$ cat src/rtl/wb_host_master_if.sv
// Command/response handshake and Wishbone classic signals for wb_host_master.
interface wb_host_master_if;
  localparam int unsigned AW = 32;
  localparam int unsigned DW = 32;
  localparam int unsigned SW = 4;

  logic          cmd_valid;
  logic          cmd_ready;
  logic          cmd_we;
  logic [AW-1:0] cmd_adr;
  logic [DW-1:0] cmd_dat;
  logic [SW-1:0] cmd_sel;

  logic          rsp_valid;
  logic          rsp_ready;
  logic [DW-1:0] rsp_dat;
  logic          rsp_err;

  logic          wbm_cyc_o;
  logic          wbm_stb_o;
  logic          wbm_we_o;
  logic [SW-1:0] wbm_sel_o;
  logic [AW-1:0] wbm_adr_o;
  logic [DW-1:0] wbm_dat_o;
  logic [DW-1:0] wbm_dat_i;
  logic          wbm_ack_i;

  // Host side: takes commands, returns responses, drives the bus.
  modport master (
    input  cmd_valid, cmd_we, cmd_adr, cmd_dat, cmd_sel, rsp_ready,
    input  wbm_dat_i, wbm_ack_i,
    output cmd_ready, rsp_valid, rsp_dat, rsp_err,
    output wbm_cyc_o, wbm_stb_o, wbm_we_o, wbm_sel_o, wbm_adr_o, wbm_dat_o
  );

  // Command source and Wishbone target side.
  modport slave (
    output cmd_valid, cmd_we, cmd_adr, cmd_dat, cmd_sel, rsp_ready,
    output wbm_dat_i, wbm_ack_i,
    input  cmd_ready, rsp_valid, rsp_dat, rsp_err,
    input  wbm_cyc_o, wbm_stb_o, wbm_we_o, wbm_sel_o, wbm_adr_o, wbm_dat_o
  );
endinterface

$ cat src/rtl/wb_host_master.sv
// Wishbone classic single-transfer initiator: one command in, one bus cycle,
// one response out, with an optional ACK timeout and saturating error count.
module wb_host_master #(
  parameter int unsigned TIMEOUT = 255
) (
  input  logic                wb_clk_i,
  input  logic                wb_rst_i,
  wb_host_master_if.master    bus,
  output logic [7:0]          err_count
);

  localparam int unsigned AW    = 32;
  localparam int unsigned DW    = 32;
  localparam int unsigned SW    = 4;
  localparam int unsigned CNT_W = 16;
  localparam int unsigned EW    = 8;

  localparam bit             TMO_EN   = (TIMEOUT != 0);
  localparam logic [CNT_W-1:0] TMO_LAST = CNT_W'(TIMEOUT - 1);

  typedef enum logic [1:0] {IDLE, BUS, RESP} state_e;

  state_e           state_q, state_d;
  logic [CNT_W-1:0] cnt_q, cnt_d;
  logic             cmd_ready_q, cmd_ready_d;
  logic             cyc_q, cyc_d;
  logic             we_q, we_d;
  logic [SW-1:0]    sel_q, sel_d;
  logic [AW-1:0]    adr_q, adr_d;
  logic [DW-1:0]    dat_q, dat_d;
  logic             rsp_valid_q, rsp_valid_d;
  logic [DW-1:0]    rsp_dat_q, rsp_dat_d;
  logic             rsp_err_q, rsp_err_d;
  logic [EW-1:0]    err_q, err_d;

  // Next-state and next-output logic.
  always_comb begin
    state_d     = state_q;
    cnt_d       = cnt_q;
    cyc_d       = cyc_q;
    we_d        = we_q;
    sel_d       = sel_q;
    adr_d       = adr_q;
    dat_d       = dat_q;
    rsp_valid_d = rsp_valid_q;
    rsp_dat_d   = rsp_dat_q;
    rsp_err_d   = rsp_err_q;
    err_d       = err_q;
    cmd_ready_d = 1'b0;

    case (state_q)
      IDLE: begin
        if (bus.cmd_valid && cmd_ready_q) begin
          we_d    = bus.cmd_we;
          sel_d   = bus.cmd_sel;
          adr_d   = bus.cmd_adr;
          dat_d   = bus.cmd_dat;
          cnt_d   = '0;
          cyc_d   = 1'b1;
          state_d = BUS;
        end
      end
      BUS: begin
        // ACK takes priority over a timeout firing in the same cycle.
        if (bus.wbm_ack_i) begin
          cyc_d       = 1'b0;
          rsp_valid_d = 1'b1;
          rsp_dat_d   = we_q ? '0 : bus.wbm_dat_i;
          rsp_err_d   = 1'b0;
          state_d     = RESP;
        end else if (TMO_EN && (cnt_q == TMO_LAST)) begin
          cyc_d       = 1'b0;
          rsp_valid_d = 1'b1;
          rsp_dat_d   = '0;
          rsp_err_d   = 1'b1;
          if (err_q != '1) begin
            err_d = err_q + EW'(1);
          end
          state_d     = RESP;
        end else if (TMO_EN) begin
          cnt_d = cnt_q + CNT_W'(1);
        end
      end
      RESP: begin
        if (bus.rsp_ready) begin
          rsp_valid_d = 1'b0;
          state_d     = IDLE;
        end
      end
      default: state_d = IDLE;
    endcase

    cmd_ready_d = (state_d == IDLE);
  end

  // State and output registers; reset drops any transfer in flight.
  always_ff @(posedge wb_clk_i) begin
    if (wb_rst_i) begin
      state_q     <= IDLE;
      cnt_q       <= '0;
      cmd_ready_q <= 1'b0;
      cyc_q       <= 1'b0;
      we_q        <= 1'b0;
      sel_q       <= '0;
      adr_q       <= '0;
      dat_q       <= '0;
      rsp_valid_q <= 1'b0;
      rsp_dat_q   <= '0;
      rsp_err_q   <= 1'b0;
      err_q       <= '0;
    end else begin
      state_q     <= state_d;
      cnt_q       <= cnt_d;
      cmd_ready_q <= cmd_ready_d;
      cyc_q       <= cyc_d;
      we_q        <= we_d;
      sel_q       <= sel_d;
      adr_q       <= adr_d;
      dat_q       <= dat_d;
      rsp_valid_q <= rsp_valid_d;
      rsp_dat_q   <= rsp_dat_d;
      rsp_err_q   <= rsp_err_d;
      err_q       <= err_d;
    end
  end

  assign bus.cmd_ready = cmd_ready_q;
  assign bus.wbm_cyc_o = cyc_q;
  assign bus.wbm_stb_o = cyc_q;
  assign bus.wbm_we_o  = we_q;
  assign bus.wbm_sel_o = sel_q;
  assign bus.wbm_adr_o = adr_q;
  assign bus.wbm_dat_o = dat_q;
  assign bus.rsp_valid = rsp_valid_q;
  assign bus.rsp_dat   = rsp_dat_q;
  assign bus.rsp_err   = rsp_err_q;
  assign err_count     = err_q;

endmodule

$ cat src/flat_wrapper.sv
// flat-port wrapper written by rule: the top's interface ports become plain ports
module wb_host_master_flat 
#(
  parameter int unsigned TIMEOUT = 255
)
  (wb_clk_i, wb_rst_i, err_count, bus_cmd_valid, bus_cmd_we, bus_cmd_adr, bus_cmd_dat, bus_cmd_sel, bus_rsp_ready, bus_wbm_dat_i, bus_wbm_ack_i, bus_cmd_ready, bus_rsp_valid, bus_rsp_dat, bus_rsp_err, bus_wbm_cyc_o, bus_wbm_stb_o, bus_wbm_we_o, bus_wbm_sel_o, bus_wbm_adr_o, bus_wbm_dat_o);
  wb_host_master_if bus_i ();
  input  logic wb_clk_i;
  input  logic wb_rst_i;
  output logic [7:0] err_count;
  input wire logic [$bits(bus_i.cmd_valid)-1:0] bus_cmd_valid;
  input wire logic [$bits(bus_i.cmd_we)-1:0] bus_cmd_we;
  input wire logic [$bits(bus_i.cmd_adr)-1:0] bus_cmd_adr;
  input wire logic [$bits(bus_i.cmd_dat)-1:0] bus_cmd_dat;
  input wire logic [$bits(bus_i.cmd_sel)-1:0] bus_cmd_sel;
  input wire logic [$bits(bus_i.rsp_ready)-1:0] bus_rsp_ready;
  input wire logic [$bits(bus_i.wbm_dat_i)-1:0] bus_wbm_dat_i;
  input wire logic [$bits(bus_i.wbm_ack_i)-1:0] bus_wbm_ack_i;
  output wire logic [$bits(bus_i.cmd_ready)-1:0] bus_cmd_ready;
  output wire logic [$bits(bus_i.rsp_valid)-1:0] bus_rsp_valid;
  output wire logic [$bits(bus_i.rsp_dat)-1:0] bus_rsp_dat;
  output wire logic [$bits(bus_i.rsp_err)-1:0] bus_rsp_err;
  output wire logic [$bits(bus_i.wbm_cyc_o)-1:0] bus_wbm_cyc_o;
  output wire logic [$bits(bus_i.wbm_stb_o)-1:0] bus_wbm_stb_o;
  output wire logic [$bits(bus_i.wbm_we_o)-1:0] bus_wbm_we_o;
  output wire logic [$bits(bus_i.wbm_sel_o)-1:0] bus_wbm_sel_o;
  output wire logic [$bits(bus_i.wbm_adr_o)-1:0] bus_wbm_adr_o;
  output wire logic [$bits(bus_i.wbm_dat_o)-1:0] bus_wbm_dat_o;
  assign bus_i.cmd_valid = bus_cmd_valid;
  assign bus_i.cmd_we = bus_cmd_we;
  assign bus_i.cmd_adr = bus_cmd_adr;
  assign bus_i.cmd_dat = bus_cmd_dat;
  assign bus_i.cmd_sel = bus_cmd_sel;
  assign bus_i.rsp_ready = bus_rsp_ready;
  assign bus_i.wbm_dat_i = bus_wbm_dat_i;
  assign bus_i.wbm_ack_i = bus_wbm_ack_i;
  assign bus_cmd_ready = bus_i.cmd_ready;
  assign bus_rsp_valid = bus_i.rsp_valid;
  assign bus_rsp_dat = bus_i.rsp_dat;
  assign bus_rsp_err = bus_i.rsp_err;
  assign bus_wbm_cyc_o = bus_i.wbm_cyc_o;
  assign bus_wbm_stb_o = bus_i.wbm_stb_o;
  assign bus_wbm_we_o = bus_i.wbm_we_o;
  assign bus_wbm_sel_o = bus_i.wbm_sel_o;
  assign bus_wbm_adr_o = bus_i.wbm_adr_o;
  assign bus_wbm_dat_o = bus_i.wbm_dat_o;
  wb_host_master #(.TIMEOUT(TIMEOUT)) u_core (.wb_clk_i(wb_clk_i), .wb_rst_i(wb_rst_i), .bus(bus_i), .err_count(err_count));
endmodule
$ cat config.mk
export PLATFORM = sky130hd
export DESIGN_NAME = wb_host_master_flat
export DESIGN_NICKNAME = d
export VERILOG_FILES = /design/src/rtl/wb_host_master_if.sv /design/src/rtl/wb_host_master.sv /design/src/flat_wrapper.sv
export SDC_FILE = /design/constraint.sdc
export NUM_CORES = 1
export LEC_CHECK = 0
export CAP_MARGIN = 10
export CORE_AREA = 4 4 109 111
export DETAILED_ROUTE_END_ITERATION = 12
export DIE_AREA = 0 0 113 115
export MAX_ROUTING_LAYER = met4
export PLACE_DENSITY = 0.81
export SLEW_MARGIN = 5
export SYNTH_ARGS = -nofsm -noshare
export SYNTH_HDL_FRONTEND = slang
export SYNTH_SLANG_ARGS = --single-unit
$ cat constraint.sdc
create_clock -name wb_clk_i -period 4.6 [get_ports wb_clk_i]
set_input_delay 0.46 -clock wb_clk_i [delete_from_list [all_inputs] [get_ports wb_clk_i]]
set_output_delay 0.46 -clock wb_clk_i [all_outputs]
set_load 0.02 [all_outputs]
==> results.sh <==
export IMPL_clkLatencyLatePin_ns=0.52
export IMPL_area_delta_synth_final_pct=59.1
export IMPL_critical_path_max_stage_delay_ns=0.55
export IMPL_wl_per_cell_um=15.8
export IMPL_synth_area_um2=4750
export IMPL_crit_end="u_core.err_count[5]$_SDFFE_PP0P_"
export IMPL_place_hpwl_mm=9.91
export IMPL_setup_viol=0
export IMPL_drive_gt1_frac=0.0573
export IMPL_maxCapViolCount=0
export IMPL_cp_data_required_time_ns=5.01
export IMPL_cp_arrival_ns=2.72
export IMPL_grt_max_degree=52
export IMPL_vias=4559
export IMPL_synth_top_cell_by_area="dfxtp_1"
export IMPL_synth_area_top_cells="dfxtp_1 (55%), nand2_1 (11%), a21oi_1 (7.7%), a22o_1 (5.9%), clkbuf_1 (2.2%)"
export IMPL_rsz0062_at_grt="no"
export IMPL_syn_instance_count=531
export IMPL_design_core_area_um2=10800
export IMPL_r2r_setup_slack_ns=2.37
export IMPL_avgSynthCellArea_um2=8.94
export IMPL_cts_tree="yes"
export IMPL_antenna_found_initial=1
export IMPL_critPathLaunch="bus_wbm_ack_i"
export IMPL_cp_top_family="simple AND/OR/NAND/NOR gates"
export IMPL_ctsResizeCount=0
export IMPL_synth_edff_count=0
export IMPL_slew_headroom=0.504
export IMPL_cts_buffers=17
export IMPL_first_global_vias=4388
export IMPL_gp_congestion=0.856
export IMPL_cp_depth=6
export IMPL_clkTransAtPathRegs_ns=0.06
export IMPL_path_class="in -> reg"
export IMPL_die_w_um=113
export IMPL_synth_ff_type="dfxtp_1"
export IMPL_fin_setup_tns_ns=0
export IMPL_finalHoldViolCount=0
export IMPL_p_switching_uw=653
export IMPL_grt_pass1_wl_mm=21.6
export IMPL_vdd_drop_max_mv=0.286
export IMPL_pin_count=220
export IMPL_crit_fanout=9
export IMPL_layout_core_utilization=0.700
export IMPL_dr_first_iter_drc_count=226
export IMPL_ant_nets=0
export IMPL_r2r_start="u_core.state_q[0]$_SDFF_PP0_"
export IMPL_hp_class="reg -> reg"
export IMPL_power_leakage_uw=0.00272
export IMPL_end_kind="flip-flop"
export IMPL_synth_distinct_cells=40
export IMPL_track_usage=0.218
export IMPL_netlist_area_leader_share=0.552
export IMPL_r2r_cells=5
export IMPL_clockBufferDepth=2
export IMPL_outcome="finished, final reports clean"
export IMPL_post_route_period_util=0.504
export IMPL_swShare=0.230
export IMPL_crit_slowest_cell="or3b_1"
export IMPL_clock_sinks=131
export IMPL_initial_utilization=0.440
export IMPL_dr_pass1_iters=5
export IMPL_die_h_um=115
export IMPL_finalMaxSlewViolations=0
export IMPL_tightest_slew_ns=0.743
export IMPL_clkPwrFrac=0.456
export IMPL_cp_start_kind="input port"
export IMPL_die_area_um2=13000
export IMPL_ys_warn_count=0
export IMPL_clock_fmax_mhz=432
export IMPL_layout_min_cycle_time_ns=2.32
export IMPL_synthMostInstantiatedCell="nand2_1"
export IMPL_combPwrFrac=0.121
export IMPL_crit_buf_inv=1
export IMPL_port_buffers=219
export IMPL_drc=0
export IMPL_layout_nets=847
export IMPL_internal_power_uw=2180
export IMPL_drt_total_wl_mm=14.1
export IMPL_yosys_register_bits=131
export IMPL_htree_levels=4
export IMPL_synth_nets=640
export IMPL_powerDensity_nw_per_um2=375
export IMPL_post_cts_buffers=0
export IMPL_fin_skew_ns=0.00943
export IMPL_viasPerCell=5.11
export IMPL_ys_seq_area_frac=0.552
export IMPL_cts_hold_buf=0
export IMPL_std_cell_rows=38
export IMPL_grt_overflow=0
export IMPL_synth_commonest_cells="nand2_1 (145), dfxtp_1 (131), a21oi_1 (73), a22o_1 (32), clkbuf_1 (28)"
export IMPL_worstReg2RegEnd="u_core.err_count[5]$_SDFFE_PP0P_"
export IMPL_clock_root_buffer="clkbuf_8"
export IMPL_async_reset_ff_frac=0
export IMPL_seq_power_share=0.424
export IMPL_path_cells="clkdlybuf4s50_1 -> or3b_1 -> nor3_2 -> nand4_1 -> nor3_1 -> mux2_2"
## through the flow
stage          worst slack [ns]  total power, uW  std cells  instance area, um^2  hold slack (ns)
6_report                   2.28             2840        892                 7550            0.452
5_1_grt                    2.16             2940        892                 7550            0.467
4_1_cts                    2.33             2860        891                 7550            0.455
3_5_place_dp               1.82             1570        859                 6990            0.447
3_3_place_gp               1.88             1560        859                 6990            0.441
2_1_floorplan              2.53             1370        531                 4750            0.473
## layer usage
layer,track usage,share of wire
met5,-,0
met4,0.112,0.027
met3,0.0716,0.077
met2,0.343,0.48
met1,0.247,0.41
## cell families (layout without fill, tap and decap cells)
kind of cell	count (synthesis)	in the layout	share of synthesized area
AO/OA/AOI/OAI	109	109	0.142
XOR/XNOR	18	18	0.0332
adder cells (fa/ha/maj)	3	3	0.00790
buffers and inverters	38	258	0.0374
flip-flops	131	131	0.552
multiplexers	5	5	0.0116
other	0	1	0
AND/OR/NAND/NOR	227	227	0.216
## cell type report
type                    instances  area [um^2]
inverters                       3         11.3
flip-flops and latches        131         2620
fillers                       833         3240
repair buffers                223         2220
well taps                     140          175
diodes                          1         2.50
multi-input cells             362         1960
clock buffers                  28          495
clock inverters                 4         70.1
## how the worst min path moves through the flow
stage               cells past startpoint                             startpoint  slack, ns                                    end
floorplan                               2          u_core.cnt_q[15]$_SDFFE_PP0P_       0.47          u_core.cnt_q[15]$_SDFFE_PP0P_
global placement                        2  u_core.bus.wbm_dat_o[31]$_SDFFE_PP0P_       0.44  u_core.bus.wbm_dat_o[31]$_SDFFE_PP0P_
detailed placement                      2  u_core.bus.wbm_dat_o[18]$_SDFFE_PP0P_       0.45  u_core.bus.wbm_dat_o[18]$_SDFFE_PP0P_
CTS                                     2  u_core.bus.wbm_dat_o[18]$_SDFFE_PP0P_       0.46  u_core.bus.wbm_dat_o[18]$_SDFFE_PP0P_
global route                            3                        bus_cmd_adr[13]       0.47  u_core.bus.wbm_adr_o[13]$_SDFFE_PP0P_
finish                                  2  u_core.bus.wbm_dat_o[18]$_SDFFE_PP0P_       0.45  u_core.bus.wbm_dat_o[18]$_SDFFE_PP0P_
## cell usage in the layout, fill, tap and decap left out, types with 3 or more instances in the layout
cell type	instances
nor2_1	26
xor2_1	8
buf_4	4
clkbuf_16	16
a21oi_1	73
nand4_1	10
clkbuf_8	5
clkdlybuf4s50_1	218
dfxtp_1	131
nor3_1	4
nand2_1	145
inv_1	3
nand3_1	8
ha_1	3
mux2_2	4
a22o_1	32
nor2b_1	4
clkbuf_1	7
xnor2_1	10
nor4_1	3
and3_1	5
## worst min-delay path, stage by stage (launching register included)
cell and delay (ns):
dfxtp_1 0.30, nand2_1 0.05, a21oi_1 0.05
## registers in the layout (all words and copies together), names as in the netlist
register / flops
u_core.state_q: 2
u_core.bus.rsp_err: 1
u_core.err_count: 8
u_core.bus.wbm_adr_o: 32
u_core.cnt_q: 16
u_core.bus.cmd_ready: 1
u_core.bus.rsp_dat: 32
u_core.bus.wbm_we_o: 1
u_core.bus.wbm_dat_o: 32
u_core.bus.rsp_valid: 1
u_core.bus.wbm_sel_o: 4
u_core.bus.wbm_cyc_o: 1
## power groups by stage
stage | Sequential [uW] | Clock, uW | Combinational (uW)
3_3_place_gp | 1220 | 0 | 337
6_report | 1200 | 1290 | 342
5_1_grt | 1210 | 1360 | 367
4_1_cts | 1200 | 1310 | 346
2_1_floorplan | 1270 | 0 | 99.1
3_5_place_dp | 1230 | 0 | 343
No activity file was read; power rests on OpenSTA's default activity.
